$ cat src/rtl/soc_test_monitor.sv
// Test-status / signature peripheral on the Wishbone data bus.
// Ports: clk, reset_n, wb_* slave, trap_taken_i, verdict pins (done/pass/fail/timeout/irq).
module soc_test_monitor #(
  parameter int NUM_CH       = 4,
  parameter int TIMEOUT_W    = 24,
  parameter int TIMEOUT_INIT = 100000,
  parameter int TRAPCNT_W    = 16,
  parameter int ADR_W        = 6
) (
  input  logic             clk,
  input  logic             reset_n,
  input  logic             wb_cyc_i,
  input  logic             wb_stb_i,
  input  logic             wb_we_i,
  input  logic [ADR_W-1:0] wb_adr_i,
  input  logic [31:0]      wb_dat_i,
  input  logic [3:0]       wb_sel_i,
  output logic [31:0]      wb_dat_o,
  output logic             wb_ack_o,
  input  logic             trap_taken_i,
  output logic             done_o,
  output logic             pass_o,
  output logic             fail_o,
  output logic             timeout_o,
  output logic             irq_o
);

  localparam int OW  = ADR_W - 2;
  localparam int SIW = (NUM_CH > 1) ? $clog2(NUM_CH) : 1;

  typedef enum logic [1:0] {
    S_RUN,
    S_PASS,
    S_FAIL,
    S_TMO
  } state_t;

  state_t                r_state;
  logic                  r_ack;
  logic [30:0]           r_code;
  logic                  r_wd_en;
  logic [TIMEOUT_W-1:0]  r_cnt;
  logic [TIMEOUT_W-1:0]  r_reload;
  logic [TRAPCNT_W-1:0]  r_trap;
  logic [31:0]           r_sig [NUM_CH];
  logic                  r_done;
  logic                  r_pass;
  logic                  r_fail;
  logic                  r_tmo;
  logic                  r_irq;

  logic [OW-1:0]  w_off;
  logic [OW-1:0]  w_sidx_full;
  logic [SIW-1:0] w_sidx;
  logic           w_is_stat;
  logic           w_is_ctrl;
  logic           w_is_tmo;
  logic           w_is_trap;
  logic           w_is_sig;
  logic [31:0]    w_rd;
  logic [31:0]    w_mask;
  logic [31:0]    w_wdat;
  logic           w_req;
  logic           w_wr;
  logic           w_done_wr;
  logic           w_hb;
  logic           w_unused;

  assign w_off       = wb_adr_i[ADR_W-1:2];
  assign w_sidx_full = w_off - OW'(4);
  assign w_sidx      = w_sidx_full[SIW-1:0];
  assign w_is_stat   = (w_off == OW'(0));
  assign w_is_ctrl   = (w_off == OW'(1));
  assign w_is_tmo    = (w_off == OW'(2));
  assign w_is_trap   = (w_off == OW'(3));
  assign w_is_sig    = (w_off >= OW'(4)) &&
                       (int'(w_sidx_full) < NUM_CH);
  assign w_unused    = ^wb_adr_i[1:0];

  always_comb begin
    w_rd = '0;
    unique case (1'b1)
      w_is_stat: w_rd = {r_code, r_done};
      w_is_ctrl: w_rd = {31'd0, r_wd_en};
      w_is_tmo:  w_rd = 32'(r_reload);
      w_is_trap: w_rd = 32'(r_trap);
      w_is_sig:  w_rd = r_sig[w_sidx];
      default:   w_rd = '0;
    endcase
  end

  // Byte lanes not selected keep the register's current value.
  assign w_mask = {{8{wb_sel_i[3]}}, {8{wb_sel_i[2]}},
                   {8{wb_sel_i[1]}}, {8{wb_sel_i[0]}}};
  assign w_wdat = (w_rd & ~w_mask) | (wb_dat_i & w_mask);

  assign w_req     = wb_cyc_i & wb_stb_i & ~r_ack;
  assign w_wr      = r_ack & wb_cyc_i & wb_stb_i & wb_we_i;
  assign w_done_wr = w_wr & w_is_stat & w_wdat[0];
  assign w_hb      = w_wr & w_is_sig & (w_sidx_full == '0);

  assign wb_ack_o  = r_ack;
  assign wb_dat_o  = r_ack ? w_rd : '0;
  assign done_o    = r_done;
  assign pass_o    = r_pass;
  assign fail_o    = r_fail;
  assign timeout_o = r_tmo;
  assign irq_o     = r_irq;

  always_ff @(posedge clk or negedge reset_n) begin
    if (!reset_n) begin
      r_state  <= S_RUN;
      r_ack    <= 1'b0;
      r_code   <= '0;
      r_wd_en  <= 1'b1;
      r_cnt    <= TIMEOUT_W'(TIMEOUT_INIT);
      r_reload <= TIMEOUT_W'(TIMEOUT_INIT);
      r_trap   <= '0;
      r_done   <= 1'b0;
      r_pass   <= 1'b0;
      r_fail   <= 1'b0;
      r_tmo    <= 1'b0;
      r_irq    <= 1'b0;
      for (int i = 0; i < NUM_CH; i++) r_sig[i] <= '0;
    end else begin
      r_ack <= w_req;

      // Clear beats a coincident trap pulse.
      if (w_wr && w_is_ctrl && w_wdat[1])
        r_trap <= '0;
      else if (trap_taken_i && (r_trap != '1))
        r_trap <= r_trap + 1'b1;

      if (w_wr && w_is_ctrl) r_wd_en <= w_wdat[0];
      if (w_wr && w_is_tmo) r_reload <= w_wdat[TIMEOUT_W-1:0];
      if (w_wr && w_is_sig) r_sig[w_sidx] <= w_wdat;

      unique case (r_state)
        S_RUN: begin
          if (w_done_wr) begin
            r_done <= 1'b1;
            r_irq  <= 1'b1;
            if (w_wdat[31:1] == '0) begin
              r_state <= S_PASS;
              r_pass  <= 1'b1;
            end else begin
              r_state <= S_FAIL;
              r_fail  <= 1'b1;
              r_code  <= w_wdat[31:1];
            end
          end else if (w_wr && w_is_tmo) begin
            r_cnt <= w_wdat[TIMEOUT_W-1:0];
          end else if (w_hb) begin
            r_cnt <= r_reload;
          end else if (r_wd_en) begin
            if (r_cnt == '0) begin
              r_state <= S_TMO;
              r_done  <= 1'b1;
              r_fail  <= 1'b1;
              r_tmo   <= 1'b1;
              r_irq   <= 1'b1;
            end else begin
              r_cnt <= r_cnt - 1'b1;
            end
          end
        end
        default: ;
      endcase
    end
  end

endmodule

$ cat config.mk
export PLATFORM = sky130hd
export DESIGN_NAME = soc_test_monitor
export DESIGN_NICKNAME = d
export VERILOG_FILES = /design/src/rtl/soc_test_monitor.sv
export SDC_FILE = /design/constraint.sdc
export NUM_CORES = 1
export LEC_CHECK = 0
export CAP_MARGIN = 0
export CORE_UTILIZATION = 60
export DETAILED_ROUTE_END_ITERATION = 16
export DONT_BUFFER_PORTS = 1
export GPL_ROUTABILITY_DRIVEN = 0
export PLACE_DENSITY = 0.87
export SLEW_MARGIN = 20
export SYNTH_ARGS = -nofsm -noshare
export SYNTH_HDL_FRONTEND = slang
export SYNTH_SLANG_ARGS = --single-unit
$ cat constraint.sdc
create_clock -name clk -period 3.3 [get_ports clk]
set_input_delay 0.66 -clock clk [delete_from_list [all_inputs] [get_ports clk]]
set_output_delay 0.66 -clock clk [all_outputs]
set_load 0.01 [all_outputs]
==> run metrics <==
post-route cell area 0.0129 mm2; area of the multi-input gates 0.00539 mm2; Worst EP arrival 3510 ps; Slowest cell on crit path or4b_1; Yosys reg bits 231; post-synth top area cell dfrtp_1; Post-Syn Nets 1,267; final hold vios 218; layout cell share with drive strength beyond 1 12.7%; Max Slew Vio Count 0; total gr overflow 0; nets 1,265; DP HPWL 21,000 um; met2 wire length 14,900 um; Primary FF master, synth dfrtp_1; clock sinks 231; pwr/cell area 481 mW/mm2; gr usage total 31.9%; kind of critical path flop to flop; fin crit period 3110 ps; largest family of logic cells by synthesized area compound AO/OA/AOI/OAI gates; drt first pass iters 5; CTS Buffer Depth 3; initial antenna violation count 0; Clock Tree Root clkbuf_16; max cap viols 0; Synth cell types 70; commonest cells in the netlist dfrtp_1, nand2_1, o21ai_0; height of the chip 142 um; Worst-path clk slew 60 ps; ANT nets after route 0; Max Freq 322 MHz; post-synthesis simple-gate area fraction 15.2%; sequential area share after synthesis 49.4%; Synth area leaders dfrtp_1, mux2i_1, o21ai_0; FF-to-FF Start r_cnt[0]; M1 WL 12,200 um; uppermost layer routed met4; # rows 50; via count 9,586; die area 0.0201 mm2; CP Capture Type flop; Post-Synth Adder-Cell Area 0.213%; DRT Wirelength 31,300 um; DRT iter0 DRCs 862; CP startpoint r_cnt[0]; Post-synth EDFFs 0; P_leak 0.00579 uW; die width 142 um; largest net degree at the start of global routing 232; Post-CTS Setup Repair Bufs 0; Hold Path Class input port to asynchronous set/reset pin; synthesized instance count 1,217; critical-path cell list inv_1 -> ha_1 -> or4b_1 -> nor3_4 -> nand3_1 -> o21ai_1 -> a2111oi_4 -> buf_12 -> a21boi_0 -> nor2_1 -> a21oi_1; failing checks negative hold slack; VDD IR max 0.000395 V; status finished, violations left; Fin Setup TNS 0 ps; DR DRC count 0; TritonCTS Buffers 24; clock skew 12.5 ps; RSZ-0062 raised after global routing false; most frequent cell after synthesis dfrtp_1; WP data required 3700 ps; hold slack final -164 ps; Setup-failing EPs final 0; area post-placement 0.0121 mm2; CTS tree yes; average cell area after synthesis 9.65 um2; Worst-Skew Late Latency 520 ps; first-pass GRT wire length 49,600 um; Yosys warnings 0; Ports 86; Fill cells 1,341; post-synthesis compound-gate area fraction 16.9%; Core ar. 0.0190 mm2; max_slew headroom 37.8%; met3 wire length 3000 um; CP max stage delay 560 ps; Routed wire per std cell 20.9 um; Period Utilization, post-route 94.1%; area grow syn2layout 9.88%; Via density 6.42; post-synthesis mux area share 11.6%; Buffers on Ports 0; Sequential cell area 0.00580 mm2; vias in the first global route 9,301; worst-margin pin slew 932 ps; # diodes 0; Yosys top cell area share 46.5%; Post-Synth XOR/XNOR Area 1.94%; startpoint types flop; Synth async-reset ratio 100%; CTS H-tree depth 1; Initial Utilization 61.9%; maximum fanout along the worst path 44; synthesized cell area 0.0117 mm2
-- path summary, 6_finish.rpt --
check	end	slack (ps)	cells past startpoint
min in group clk	wb_ack_o	400	2
hold / removal	r_sig[36]	-160	0
max in group asynchronous	r_cnt[15]	3070	0
setup / recovery	r_cnt[2]	190	11
setup reg to reg	r_cnt[2]	190	11
hold reg to reg	r_sig[31]	480	2
-- kinds of logic after synthesis --
| group | after synthesis |
|---|---|
| simple gates | 394 |
| compound gates | 323 |
| flops | 231 |
| buf+inv | 121 |
| mux | 120 |
| xor+xnor | 26 |
| fa+ha+maj | 2 |
-- sequential cells by signal, indices dropped and copies added (netlist names) --
| register | flops |
|---|---|
| r_wd_en | 1 |
| r_trap | 16 |
| pass_o | 1 |
| wb_ack_o | 1 |
| r_reload | 24 |
| irq_o | 1 |
| r_code | 31 |
| r_state | 2 |
| fail_o | 1 |
| timeout_o | 1 |
| r_cnt | 24 |
| r_sig | 128 |
-- per-stage QoR --
| stage | instances | hold WS (ps) | total power (uW) | util [%] | setup slack [ps] |
|---|---|---|---|---|---|
| CTS | 1493 | -171 | 6210 | 68.0 | 149 |
| finish | 1493 | -164 | 6210 | 68.0 | 195 |
| global placement | 1449 | 372 | 3440 | 63.7 | 131 |
| detailed placement | 1449 | 371 | 3470 | 63.7 | 77.5 |
| floorplan | 1217 | 364 | 3370 | - | 441 |
| global route | 1493 | -170 | 6380 | 68.0 | 80.7 |
-- final cells by class --
cell class              instances  area share, %
clock buffers                  37           5.90
clock inverters                 7          0.466
inverters                      43           1.25
multi-input cells             865           41.8
flip-flops and latches        231           44.9
well taps                     260           2.52
repair buffers                 50           3.10
-- routing by layer --
metal | track usage, % | vias up
met5 | 0 | -
met4 | 12.0 | 0
met3 | 6.68 | 87
met2 | 52.5 | 497
met1 | 41.7 | 4740
li1 | - | 4262
-- where the power goes --
group,internal [uW],switching (uW)
combinational,184,234
clock,1660,1110
sequential,2930,94.1
total,4770,1430
-- layout by cell type, fill, tap and decap left out, types with 9 or more instances in the layout --
master / count
mux4_2: 10
nand3_1: 10
xor2_1: 15
nor2_1: 96
inv_1: 43
nor2b_1: 9
a21oi_1: 45
and2_1: 20
a22o_1: 15
nor3_1: 11
mux2i_1: 86
clkbuf_8: 9
buf_4: 48
dfstp_2: 13
a21o_1: 13
nand2b_1: 12
xnor2_1: 11
nand4_1: 10
clkbuf_16: 25
nand2_1: 186
o22ai_1: 26
dfrtp_1: 218
mux2_2: 19
o21ai_0: 156
-- critical path, delay by kind of cell (launching register included) --
family	cells	cell delay (ps)
AO/OA/AOI/OAI	4	710
adder cells (fa/ha/maj)	1	180
AND/OR/NAND/NOR	4	1310
flip-flops	1	440
buffers and inverters	2	320
-- timing repair --
action	in CTS	in global routing
hold endpoints to repair	224	218
resized for setup	0	1
endpoints found under the setup margin	0	2
Note: power is estimated with default switching activity, not from simulation.
